File: src/rtl/div_unit_if.sv
// div_unit_if: EX-stage divide handshake and data bus.
// master = issuing side (EX stage / testbench), slave = div_unit.
interface div_unit_if #(
    parameter int WIDTH = 32
);
    logic             start;
    logic             flush;
    logic [1:0]       op;
    logic [WIDTH-1:0] dividend;
    logic [WIDTH-1:0] divisor;
    logic [WIDTH-1:0] result;
    logic             div_done;
    logic             busy;

    modport master (
        output start, flush, op, dividend, divisor,
        input  result, div_done, busy
    );

    modport slave (
        input  start, flush, op, dividend, divisor,
        output result, div_done, busy
    );
endinterface

File: src/rtl/div_unit.sv
// div_unit: iterative radix-2 restoring divider for DIV/DIVU/REM/REMU.
// Optional macro DIV_FAST_SPECIAL_EN: divide-by-zero and signed overflow
// bypass the iteration and complete one cycle after acceptance.
//
// state | meaning
// IDLE  | waiting for start; captures operands on acceptance
// BUSY  | one restoring step per cycle, WIDTH steps total
// DONE  | result valid, div_done high for this single cycle
module div_unit #(
    parameter int WIDTH = 32,
    parameter int CNT_W = 6
) (
    input logic       clk,
    input logic       rst_n,
    div_unit_if.slave bus
);

`ifdef DIV_FAST_SPECIAL_EN
    localparam bit FAST_SPECIAL = 1'b1;
`else
    localparam bit FAST_SPECIAL = 1'b0;
`endif

    localparam logic [CNT_W-1:0] LAST    = CNT_W'(WIDTH - 1);
    localparam logic [WIDTH-1:0] MIN_NEG = {1'b1, {(WIDTH-1){1'b0}}};

    typedef enum logic [1:0] {IDLE, BUSY, DONE} state_t;

    state_t           state_q, state_d;
    logic [CNT_W-1:0] cnt_q;
    logic [WIDTH-1:0] rem_q, quo_q, dvsr_q;
    logic [WIDTH-1:0] result_q, special_res_q;
    logic             op_rem_q, neg_quo_q, neg_rem_q, special_q;
    logic             div_done_c, busy_c;

    // operand conditioning at acceptance
    logic             signed_op, dvd_neg, dvs_neg, div_zero, ovf, special_in;
    logic [WIDTH-1:0] dvd_mag, dvs_mag, special_val;

    assign signed_op  = ~bus.op[0];
    assign dvd_neg    = signed_op & bus.dividend[WIDTH-1];
    assign dvs_neg    = signed_op & bus.divisor[WIDTH-1];
    assign dvd_mag    = dvd_neg ? -bus.dividend : bus.dividend;
    assign dvs_mag    = dvs_neg ? -bus.divisor  : bus.divisor;
    assign div_zero   = (bus.divisor == '0);
    assign ovf        = signed_op && (bus.dividend == MIN_NEG) && (bus.divisor == '1);
    assign special_in = div_zero | ovf;
    assign special_val = div_zero ? (bus.op[1] ? bus.dividend : '1)
                                  : (bus.op[1] ? '0 : MIN_NEG);

    // one restoring step; since rem < divisor, rem_sh < 2*divisor so a
    // WIDTH+1 bit difference carries the borrow in its top bit
    logic [WIDTH:0]   rem_sh, diff;
    logic             trial_ok;
    logic [WIDTH-1:0] rem_nx, quo_nx, quo_fix, rem_fix, final_val;

    assign rem_sh    = {rem_q, quo_q[WIDTH-1]};
    assign diff      = rem_sh - {1'b0, dvsr_q};
    assign trial_ok  = ~diff[WIDTH];
    assign rem_nx    = trial_ok ? diff[WIDTH-1:0] : rem_sh[WIDTH-1:0];
    assign quo_nx    = {quo_q[WIDTH-2:0], trial_ok};
    assign quo_fix   = neg_quo_q ? -quo_nx : quo_nx;
    assign rem_fix   = neg_rem_q ? -rem_nx : rem_nx;
    assign final_val = special_q ? special_res_q : (op_rem_q ? rem_fix : quo_fix);

    // state register
    always_ff @(posedge clk) begin
        if (!rst_n) state_q <= IDLE;
        else        state_q <= state_d;
    end

    // next-state and status outputs; flush overrides everything
    always_comb begin
        state_d    = state_q;
        div_done_c = 1'b0;
        busy_c     = 1'b0;
        case (state_q)
            IDLE: begin
                if (bus.start) state_d = (FAST_SPECIAL && special_in) ? DONE : BUSY;
            end
            BUSY: begin
                busy_c = 1'b1;
                if (cnt_q == LAST) state_d = DONE;
            end
            DONE: begin
                div_done_c = 1'b1;
                state_d    = IDLE;
            end
            default: state_d = IDLE;
        endcase
        if (bus.flush) state_d = IDLE;
    end

    // datapath: operand capture, iteration, result register
    always_ff @(posedge clk) begin
        if (!rst_n) begin
            cnt_q         <= '0;
            rem_q         <= '0;
            quo_q         <= '0;
            dvsr_q        <= '0;
            result_q      <= '0;
            special_res_q <= '0;
            op_rem_q      <= 1'b0;
            neg_quo_q     <= 1'b0;
            neg_rem_q     <= 1'b0;
            special_q     <= 1'b0;
        end else begin
            case (state_q)
                IDLE: begin
                    if (bus.start && !bus.flush) begin
                        op_rem_q      <= bus.op[1];
                        neg_quo_q     <= dvd_neg ^ dvs_neg;
                        neg_rem_q     <= dvd_neg;
                        rem_q         <= '0;
                        quo_q         <= dvd_mag;
                        dvsr_q        <= dvs_mag;
                        cnt_q         <= '0;
                        special_q     <= special_in;
                        special_res_q <= special_val;
                        if (FAST_SPECIAL && special_in) result_q <= special_val;
                    end
                end
                BUSY: begin
                    if (bus.flush) begin
                        cnt_q <= '0;
                    end else begin
                        rem_q <= rem_nx;
                        quo_q <= quo_nx;
                        cnt_q <= cnt_q + CNT_W'(1);
                        if (cnt_q == LAST) result_q <= final_val;
                    end
                end
                default: cnt_q <= '0;
            endcase
        end
    end

    assign bus.result   = result_q;
    assign bus.div_done = div_done_c;
    assign bus.busy     = busy_c;

endmodule

File: src/flat_wrapper.sv
// flat-port wrapper written by rule: the top's interface ports become plain ports
module div_unit_flat 
#(
    parameter int WIDTH = 32,
    parameter int CNT_W = 6
)
  (clk, rst_n, bus_start, bus_flush, bus_op, bus_dividend, bus_divisor, bus_result, bus_div_done, bus_busy);
  div_unit_if #(.WIDTH(WIDTH)) bus_i ();
  input logic clk;
  input logic rst_n;
  input wire logic [$bits(bus_i.start)-1:0] bus_start;
  input wire logic [$bits(bus_i.flush)-1:0] bus_flush;
  input wire logic [$bits(bus_i.op)-1:0] bus_op;
  input wire logic [$bits(bus_i.dividend)-1:0] bus_dividend;
  input wire logic [$bits(bus_i.divisor)-1:0] bus_divisor;
  output wire logic [$bits(bus_i.result)-1:0] bus_result;
  output wire logic [$bits(bus_i.div_done)-1:0] bus_div_done;
  output wire logic [$bits(bus_i.busy)-1:0] bus_busy;
  assign bus_i.start = bus_start;
  assign bus_i.flush = bus_flush;
  assign bus_i.op = bus_op;
  assign bus_i.dividend = bus_dividend;
  assign bus_i.divisor = bus_divisor;
  assign bus_result = bus_i.result;
  assign bus_div_done = bus_i.div_done;
  assign bus_busy = bus_i.busy;
  div_unit #(.WIDTH(WIDTH), .CNT_W(CNT_W)) u_core (.clk(clk), .rst_n(rst_n), .bus(bus_i));
endmodule
File: config.mk
export PLATFORM = sky130hd
export DESIGN_NAME = div_unit_flat
export DESIGN_NICKNAME = d
export VERILOG_FILES = /design/src/rtl/div_unit_if.sv /design/src/rtl/div_unit.sv /design/src/flat_wrapper.sv
export SDC_FILE = /design/constraint.sdc
export NUM_CORES = 1
export LEC_CHECK = 0
export ABC_AREA = 0
export CAP_MARGIN = 20
export CORE_AREA = 2 2 237 239
export DETAILED_ROUTE_END_ITERATION = 7
export DIE_AREA = 0 0 239 241
export PLACE_DENSITY_LB_ADDON = 0.12
export SLEW_MARGIN = 20
export SYNTH_ARGS = -nofsm -noshare
export SYNTH_HDL_FRONTEND = slang
export SYNTH_SLANG_ARGS = --single-unit
export TNS_END_PERCENT = 50
File: constraint.sdc
create_clock -name clk -period 8.29 [get_ports clk]
set_clock_uncertainty 0.2 [all_clocks]
set_input_delay 1.658 -clock clk [delete_from_list [all_inputs] [get_ports clk]]
set_output_delay 1.658 -clock clk [all_outputs]
set_load 0.05 [all_outputs]
==> results of run 1 <==
==> synthesized netlist by cell type, types with 9 or more instances <==
| library cell | count | area (sq um) |
|---|---|---|
| nand2b_1 | 17 | 106.4 |
| nor2_1 | 231 | 867.1 |
| o41ai_1 | 12 | 105.1 |
| o211ai_1 | 18 | 135.1 |
| mux2i_1 | 21 | 210.2 |
| nand3_1 | 29 | 145.1 |
| inv_1 | 64 | 240.2 |
| ha_1 | 38 | 475.5 |
| buf_2 | 9 | 45.04 |
| xnor2_1 | 74 | 648.1 |
| a31oi_1 | 17 | 106.4 |
| a211oi_1 | 81 | 608.1 |
| nor2b_1 | 34 | 212.7 |
| a311oi_1 | 14 | 122.6 |
| o31ai_1 | 26 | 195.2 |
| nand2_1 | 136 | 510.5 |
| xor2_1 | 42 | 367.9 |
| and2_1 | 9 | 56.30 |
| clkbuf_1 | 96 | 360.4 |
| or3_1 | 28 | 175.2 |
| nand4_1 | 14 | 87.58 |
| a21o_1 | 15 | 112.6 |
| nor3_1 | 66 | 330.3 |
| a21oi_1 | 184 | 920.9 |
| or4_1 | 11 | 82.58 |
| and3_1 | 10 | 62.56 |
| o21ai_0 | 107 | 535.5 |
| dfxtp_1 | 172 | 3443 |
| nor4_1 | 25 | 156.4 |
==> per-layer routing <==
layer	wire length (microns)	vias up
met5	0	-
met4	508	0
met2	22540	177
met1	23870	5966
li1	-	6348
met3	1346	24
==> worst min-delay path by stage <==
stage | to | cells past startpoint | from
floorplan | u_core.dvsr_q[21]$_SDFFE_PN0P_ | 2 | u_core.dvsr_q[21]$_SDFFE_PN0P_
global placement | u_core.special_res_q[10]$_SDFFE_PN0P_ | 2 | u_core.special_res_q[10]$_SDFFE_PN0P_
detailed placement | u_core.special_res_q[13]$_SDFFE_PN0P_ | 2 | u_core.special_res_q[13]$_SDFFE_PN0P_
CTS | u_core.special_res_q[13]$_SDFFE_PN0P_ | 2 | u_core.special_res_q[13]$_SDFFE_PN0P_
global route | u_core.dvsr_q[31]$_SDFFE_PN0P_ | 2 | u_core.dvsr_q[31]$_SDFFE_PN0P_
finish | u_core.dvsr_q[21]$_SDFFE_PN0P_ | 2 | u_core.dvsr_q[21]$_SDFFE_PN0P_
==> registers in the layout (all words and copies together), names as in the netlist <==
signal                count
u_core.bus.result        32
u_core.op_rem_q           1
u_core.special_res_q     32
u_core.special_q          1
u_core.cnt_q              6
u_core.neg_rem_q          1
u_core.neg_quo_q          1
u_core.quo_q             32
u_core.state_q            2
u_core.dvsr_q            32
u_core.rem_q             32
==> through the flow <==
step                      utilization  setup slack (ns)  cells  cell area [sq um]
after floorplan                     -             2.545   1727              12520
after global placement         0.2585             2.151   2444              14180
after detailed placement       0.2585             2.017   2444              14180
after CTS                      0.2692             1.976   2476              14780
after global routing           0.2693             1.525   2476              14780
final                          0.2693             2.008   2476              14780
==> worst max-delay path: stages (launching register included) <==
cell       delay (ns)
dfxtp_1          0.32
inv_1            0.07
ha_1             0.20
fa_1             0.42
nand2b_1         0.22
a211oi_1         0.50
o2111ai_1        0.26
a21oi_1          0.17
o211a_1          0.22
clkinv_1         0.33
a21oi_1          0.35
ha_1             0.24
and2_1           0.18
o2111ai_1        0.16
or4b_1           0.56
nor4b_2          0.28
o21ai_1          0.23
or4_4            0.63
nor2b_1          0.16
mux2_2           0.34
a31oi_1          0.15
==> area by class of cell <==
| cell class | instances | area (sq um) | share of cell area |
|---|---|---|---|
| Multi-Input combinational cell | 1377 | 8411 | 0.5691 |
| Sequential cell | 172 | 3446 | 0.2332 |
| Timing Repair Buffer | 126 | 1204 | 0.08145 |
| Tap cell | 704 | 880.8 | 0.05961 |
| Clock buffer | 22 | 484.2 | 0.03277 |
| Inverter | 65 | 246.5 | 0.01668 |
| Clock inverter | 10 | 106.4 | 0.007197 |
==> kinds of logic after synthesis <==
group	after synthesis
AOI/OAI and AO/OA	554
xor gates and xnor gates	116
adders and majority gates	39
buffers and inverters	178
DFF	172
muxes	28
and+or+nand+nor	640
==> power by group through the flow <==
stage	logic [mW]	registers (mW)	clock network (mW)
global placement	0.531	0.894	0
CTS	0.533	0.875	0.884
finish	0.529	0.875	0.842
floorplan	0.350	0.885	0
global route	0.589	0.880	0.910
detailed placement	0.530	0.894	0
==> impl_metrics.ini, run 1 <==
[floorplan]
start_util = 0.2282
ios = 104
die-area_sq_um = 57600
die_h_microns = 241
row_count = 86
core_sq_um = 54880
die_w_microns = 239

[synth]
yosysWarnings = 0
synth_edf_count = 0
synth_fa_ha_area_frac = 0.03957
yosysSeqAreaShare = 0.2750
synth_fp_nets = 1836
synthCells = 1727
muxShareOfSynthArea = 0.02308
async_flop_share = 0
synth_top_family_by_area = compound AO/OA/AOI/OAI gates
synth.avg_cell_area_sq_um = 7.250
synth.distinct_cells = 78
synthSimpleGateAreaFrac = 0.2445
synth_seq_cells = 172
netlist_area_sq_um = 12520
synth_compound_area_frac = 0.2808
synth_flop_cell = dfxtp_1
synth-xor-area-share = 0.08114

[worst_setup_path]
ff2ff_setup_slack_ns = 2.01
r2r_start = u_core.quo_q[31]$_SDFFE_PN0P_
r2r-end = u_core.bus.result[28]$_SDFFE_PN0P_
cp-startpoint = u_core.quo_q[31]$_SDFFE_PN0P_
required_ns = 8.51
rr_worst_depth = 20
crit_path_end = u_core.bus.result[28]$_SDFFE_PN0P_
start_kind = flop
end_kind = flop
worstSetupPathType = flop to flop
critPathMaxFanout = 11
worstPathArrival_ns = 6.50

[global_routing]
antenna_found_initial = 0
grt.overflow.total = 0
grt.busiest_layer = met2
grt_pass1_wl_mm = 74.42
use_met1 = 0.2305
grt_use_met2 = 0.2811
grt_max_degree = 69
grt_pass1_vias = 12040
grt_usage = 0.1696
use_met3 = 0.02825

[routing]
wl_per_cell_microns = 19.49
drc = 0
via_per_inst = 5.055
drt_iter0_drc = 781
wl_mm = 48.27
num_vias = 12520
ant_nets = 0
dr.pass1.iters = 4

[clock_tree]
htreeDepth = 4
cts_buffer_depth = 2
cts_hold_buf = 0
post_cts_buffers = 0
cts_tree = done
clk_latency_ns = 0.49
numCtsBuffers = 17
cts.sinks = 172
root_buffer = clkbuf_16
postCtsResizedCells = 0
clk_pin_slew_ns = 0.07

[final_layout]
layout-drive-gt1-share = 0.05135
layout_commonest_cell = nor2_1
num_antenna_cells = 0
area_delta_synth_final_pct = 18.03
final_cell_mix = nor2_1 (230), a21oi_1 (184), dfxtp_1 (170), nand2_1 (135), o21ai_0 (107)
finalNetCount = 1868
fillers = 6084

[timing]
rsz0062_at_grt = no
period_share = 0.7578
setup_tns_ns = 0
worst_slew_pin_slew_ns = 0.9224
timing.hold.ws_ns = 0.2586
hold_viol = 0
finalCriticalPeriod_ns = 6.282
clock.fmax_ghz = 0.1592
slew_violations = 0
relSlewSlack = 0.3851
setup_viol = 0

[power]
power_frac_clock = 0.375
intPower_mw = 1.491
power_frac_comb = 0.236
p_seq_frac = 0.390
p_switching_mw = 0.7550
leakagePower_nw = 5.271
powerDensity_nw_per_um2 = 152.0
power_mw = 2.246
peakVddDrop_mv = 0.1666
swShare = 0.3361

[placed_design]
routabilityCongestion = 0.8127
place_hpwl_mm = 36.02
io_buffers = 103

[hold_path]
hold_class = flop to flop

[run_status]
run_status = finished clean

[job]
cap_violations = 0
Note: power is estimated with default switching activity, not from simulation.
==> inputs of run 2 (changes only) <==
clock period = 5.2 ns   (was 8.29 ns; I/O delays follow)
==> impl_metrics.ini, run 2 (synthesis gave the netlist of run 1 again) <==
[worst_setup_path]
end_kind = flop
start_kind = flop
cp_cell_sequence = inv_1 > ha_4 > a21oi_4 > o21ai_2 > a221o_1 > or4_4 > o211a_4 > inv_4 > nor2_2 > a21oi_2 > ha_2 > and2_4 > o2111ai_4 > or4b_4 > nor4b_4 > o21ai_2 > or4_4 > nor2b_2 > mux2_2 > a31oi_1
crit_family = simple AND/OR/NAND/NOR gates
critPathMaxFanout = 6
cp_slowest_stage_delay_ns = 0.53
required_ns = 5.41
slowest_stage = or4b_4
worst-path-buf-inv = 2
worstSetupPathType = flop to flop
worstPathArrival_ns = 5.24

[floorplan]
core_sq_um = 54880
die-area_sq_um = 57600
ios = 104
start_util = 0.2282
die_w_microns = 239
row_count = 86
die_h_microns = 241

[placed_design]
io_buffers = 103
place_ws_ns = -0.1492
post_dp_cell_area_sq_um = 15130
routabilityCongestion = 0.8708
place_hpwl_mm = 38.02
place_inst = 2550

[clock_tree]
clk_latency_ns = 0.49
htreeDepth = 4
cts.sinks = 172
cts_buffer_depth = 2
root_buffer = clkbuf_16
clk_pin_slew_ns = 0.07
numCtsBuffers = 17
cts_tree = done

[power]
power_frac_comb = 0.258
peakVddDrop_mv = 0.2234
powerDensity_nw_per_um2 = 233.7
leakagePower_nw = 5.846
swShare = 0.3334
power_frac_clock = 0.365
power_mw = 3.697
p_seq_frac = 0.377
p_switching_mw = 1.233
intPower_mw = 2.465

[final_layout]
fillers = 6058
layout-drive-gt1-share = 0.1223
layout_commonest_cell = nor2_1
finalNetCount = 1978
post-route-util = 0.2883
num_antenna_cells = 0
fin_cells = 2585
design_area_sq_um = 15820
area_delta_synth_final_pct = 26.36
final_cell_mix = nor2_1 (228), a21oi_1 (181), dfxtp_1 (166), nand2_1 (134), buf_4 (130)

[timing]
timing.hold.ws_ns = 0.2553
slew_violations = 0
hold_viol = 0
finalCriticalPeriod_ns = 5.029
finalWorstSetupSlack_ns = 0.1710
period_share = 0.9671
setup_tns_ns = 0
setup_viol = 0
clock.fmax_ghz = 0.1988
worst_slew_pin_slew_ns = 1.025
relSlewSlack = 0.3153

[global_routing]
grt_pass1_wl_mm = 76.39
antenna_found_initial = 0
grt.overflow.total = 0
grt_max_degree = 72
grt_usage = 0.1739
grt_pass1_vias = 12440

[routing]
drt_iter0_drc = 858
dr.pass1.iters = 5
ant_nets = 0
wl_per_cell_microns = 19.23
via_per_inst = 4.991
drc = 0
wl_mm = 49.70
num_vias = 12900

[run_status]
run_status = finished clean

[job]
cap_violations = 0

[hold_path]
hold_class = flop to flop
run 2: worst register-to-register path, cell delays in order (launching register included):
cell	delay [ns]
dfxtp_1	0.34
inv_1	0.08
ha_4	0.26
a21oi_4	0.16
o21ai_2	0.09
a221o_1	0.37
or4_4	0.44
o211a_4	0.29
inv_4	0.09
nor2_2	0.04
a21oi_2	0.14
ha_2	0.20
and2_4	0.15
o2111ai_4	0.09
or4b_4	0.53
nor4b_4	0.27
o21ai_2	0.13
or4_4	0.47
nor2b_2	0.13
mux2_2	0.33
a31oi_1	0.15
run 2: final cells by class:
cell class	count	area (sq um)	share of cell area
multi-input combinational	1377	8602	0.5437
sequential	172	3451	0.2181
timing repair buffer	236	2062	0.1303
tap	704	880.8	0.05567
clock buffer	22	464.2	0.02934
inverter	65	249.0	0.01574
clock inverter	9	112.6	0.007117
run 2: routing by layer:
metal  track usage  wire, microns  part of all wire
met1        0.2425          24880              0.50
met2        0.2791          22780              0.46
met3       0.02905           1392             0.028
met4       0.04034            650             0.013
met5             0              0                 0
run 2: timing repair:
action | in CTS | in global routing
resized for setup | 8 | 8
endpoints found under the setup margin | 4 | 5
buffers inserted | 1 | 3
hold buffers | 0 | 0
pin swaps | 8 | 3
run 2: path summary, 6_finish.rpt:
check	from	endpoint	slack, ns	cells after the start
setup / recovery	u_core.dvsr_q[19]$_SDFFE_PN0P_	u_core.bus.result[28]$_SDFFE_PN0P_	0.17	20
hold / removal	u_core.special_res_q[10]$_SDFFE_PN0P_	u_core.special_res_q[10]$_SDFFE_PN0P_	0.26	2
setup reg to reg	u_core.dvsr_q[19]$_SDFFE_PN0P_	u_core.bus.result[28]$_SDFFE_PN0P_	0.17	20
hold reg to reg	u_core.special_res_q[10]$_SDFFE_PN0P_	u_core.special_res_q[10]$_SDFFE_PN0P_	0.26	2
run 2: power by group through the flow:
stage | sequential, mW | clock [mW] | combinational [mW]
final | 1.39 | 1.35 | 0.953
after CTS | 1.39 | 1.40 | 0.953
after floorplan | 1.41 | 0 | 0.583
after global routing | 1.40 | 1.44 | 1.05
after global placement | 1.42 | 0 | 0.942
after detailed placement | 1.42 | 0 | 0.941
==> inputs of run 3 (changes only) <==
SKIP_CTS_REPAIR_TIMING = 1   (was unset)
==> impl_metrics.ini, run 3 (synthesis gave the netlist of run 1 again) <==
[routing]
wl_met2_mm = 22.75
dr.pass1.iters = 5
drt_iter0_drc = 749
via_per_inst = 5.005
drc = 0
wl_per_cell_microns = 19.24
wl_met3_mm = 1.394
wl_mm = 49.72
num_vias = 12930
ant_nets = 0
wl_met1_mm = 24.87
highest_layer = met4

[timing]
relSlewSlack = 0.3184
finalCriticalPeriod_ns = 5.082
clock.fmax_ghz = 0.1968
timing.hold.ws_ns = 0.2555
worst_slew_pin_slew_ns = 1.020
rsz0062_at_grt = yes
setup_viol = 0
setup_tns_ns = 0
hold_viol = 0
period_share = 0.9773
slew_violations = 0

[worst_setup_path]
end_kind = flop
cp_slowest_stage_delay_ns = 0.59
critPathMaxFanout = 6
cp_cell_sequence = inv_2 > ha_4 > a21oi_4 > o21ai_2 > a221o_1 > or4_4 > o211a_4 > inv_6 > nor2_2 > a21oi_2 > ha_2 > and2_4 > o2111ai_4 > or4b_4 > nor4b_4 > o21ai_4 > or4_4 > nor2b_4 > mux2_4 > a31oi_1
crit_top_cell = or4_4
slowest_stage = or4_4
worstSetupPathType = flop to flop
crit_family = simple AND/OR/NAND/NOR gates
worstPathArrival_ns = 5.30
worst-path-buf-inv = 2
required_ns = 5.41
ff2ff_setup_slack_ns = 0.12
start_kind = flop

[global_routing]
grt_max_degree = 72
grt_pass1_wl_mm = 76.33
grt_pass1_vias = 12440
grt.overflow.total = 0
antenna_found_initial = 0
grt_usage = 0.1737

[run_status]
run_status = finished clean

[floorplan]
core_sq_um = 54880
row_count = 86
ios = 104
die_h_microns = 241
die-area_sq_um = 57600
start_util = 0.2282
die_w_microns = 239

[power]
peakVddDrop_mv = 0.2245
power_mw = 3.716
powerDensity_nw_per_um2 = 233.1
leakagePower_nw = 5.876

[clock_tree]
cts.sinks = 172
numCtsBuffers = 17
clk_pin_slew_ns = 0.07
cts_tree = done
cts_buffer_depth = 2
clk_latency_ns = 0.49
root_buffer = clkbuf_16
htreeDepth = 4

[job]
cap_violations = 0

[final_layout]
layout_commonest_cell = nor2_1
fin_cells = 2584
num_antenna_cells = 0
finalNetCount = 1977
final_cell_mix = nor2_1 (228), a21oi_1 (178), dfxtp_1 (160), nand2_1 (131), buf_4 (127)
area_delta_synth_final_pct = 27.31
design_area_sq_um = 15940
layout-drive-gt1-share = 0.1330

[placed_design]
io_buffers = 103
place_inst = 2550
post_dp_cell_area_sq_um = 15130
routabilityCongestion = 0.8708
place_hpwl_mm = 38.02

[hold_path]
hold_class = flop to flop
run 3: changes by cell type in the layout (fill, tap and decap cells not counted), sizes merged:
cell,previous run,this run
buf,134,133
run 3: worst paths after layout:
path                                          from                                    end  depth (start not counted)
max reg2reg         u_core.dvsr_q[19]$_SDFFE_PN0P_     u_core.bus.result[28]$_SDFFE_PN0P_                         20
min reg2reg  u_core.special_res_q[10]$_SDFFE_PN0P_  u_core.special_res_q[10]$_SDFFE_PN0P_                          2
max                 u_core.dvsr_q[19]$_SDFFE_PN0P_     u_core.bus.result[28]$_SDFFE_PN0P_                         20
min          u_core.special_res_q[10]$_SDFFE_PN0P_  u_core.special_res_q[10]$_SDFFE_PN0P_                          2
run 3: tightest hold or removal path, cell delays in order, from the launching register on:
cell and delay (ns):
dfxtp_1 0.31, nand2_1 0.05, a21oi_1 0.05
run 3: power breakdown:
group	internal, mW	total [mW]	switching, mW
registers	1.36	1.40	0.0402
clock network	0.733	1.35	0.618
logic	0.387	0.970	0.583
run 3: final cells by class:
class | instances | area (sq um)
Multi-Input combinational cell | 1377 | 8711
Inverter | 65 | 251.5
Clock buffer | 22 | 464.2
Fill cell | 6056 | 38940
Clock inverter | 9 | 112.6
Tap cell | 704 | 880.8
Timing Repair Buffer | 235 | 2062
Sequential cell | 172 | 3458
run 3: per-stage QoR:
stage	util	setup slack (ns)
final	0.2905	0.1182
after global routing	0.2905	-0.04132
after CTS	0.2862	-0.1883
after detailed placement	0.2757	-0.1492
after global placement	0.2758	-0.08525
after floorplan	-	-0.2314
run 3: per-layer routing:
layer  vias to the layer above  track usage
li1                       6541            -
met1                      6165       0.2424
met2                       198       0.2787
met3                        29      0.02905
met4                         0      0.04034
met5                         -            0
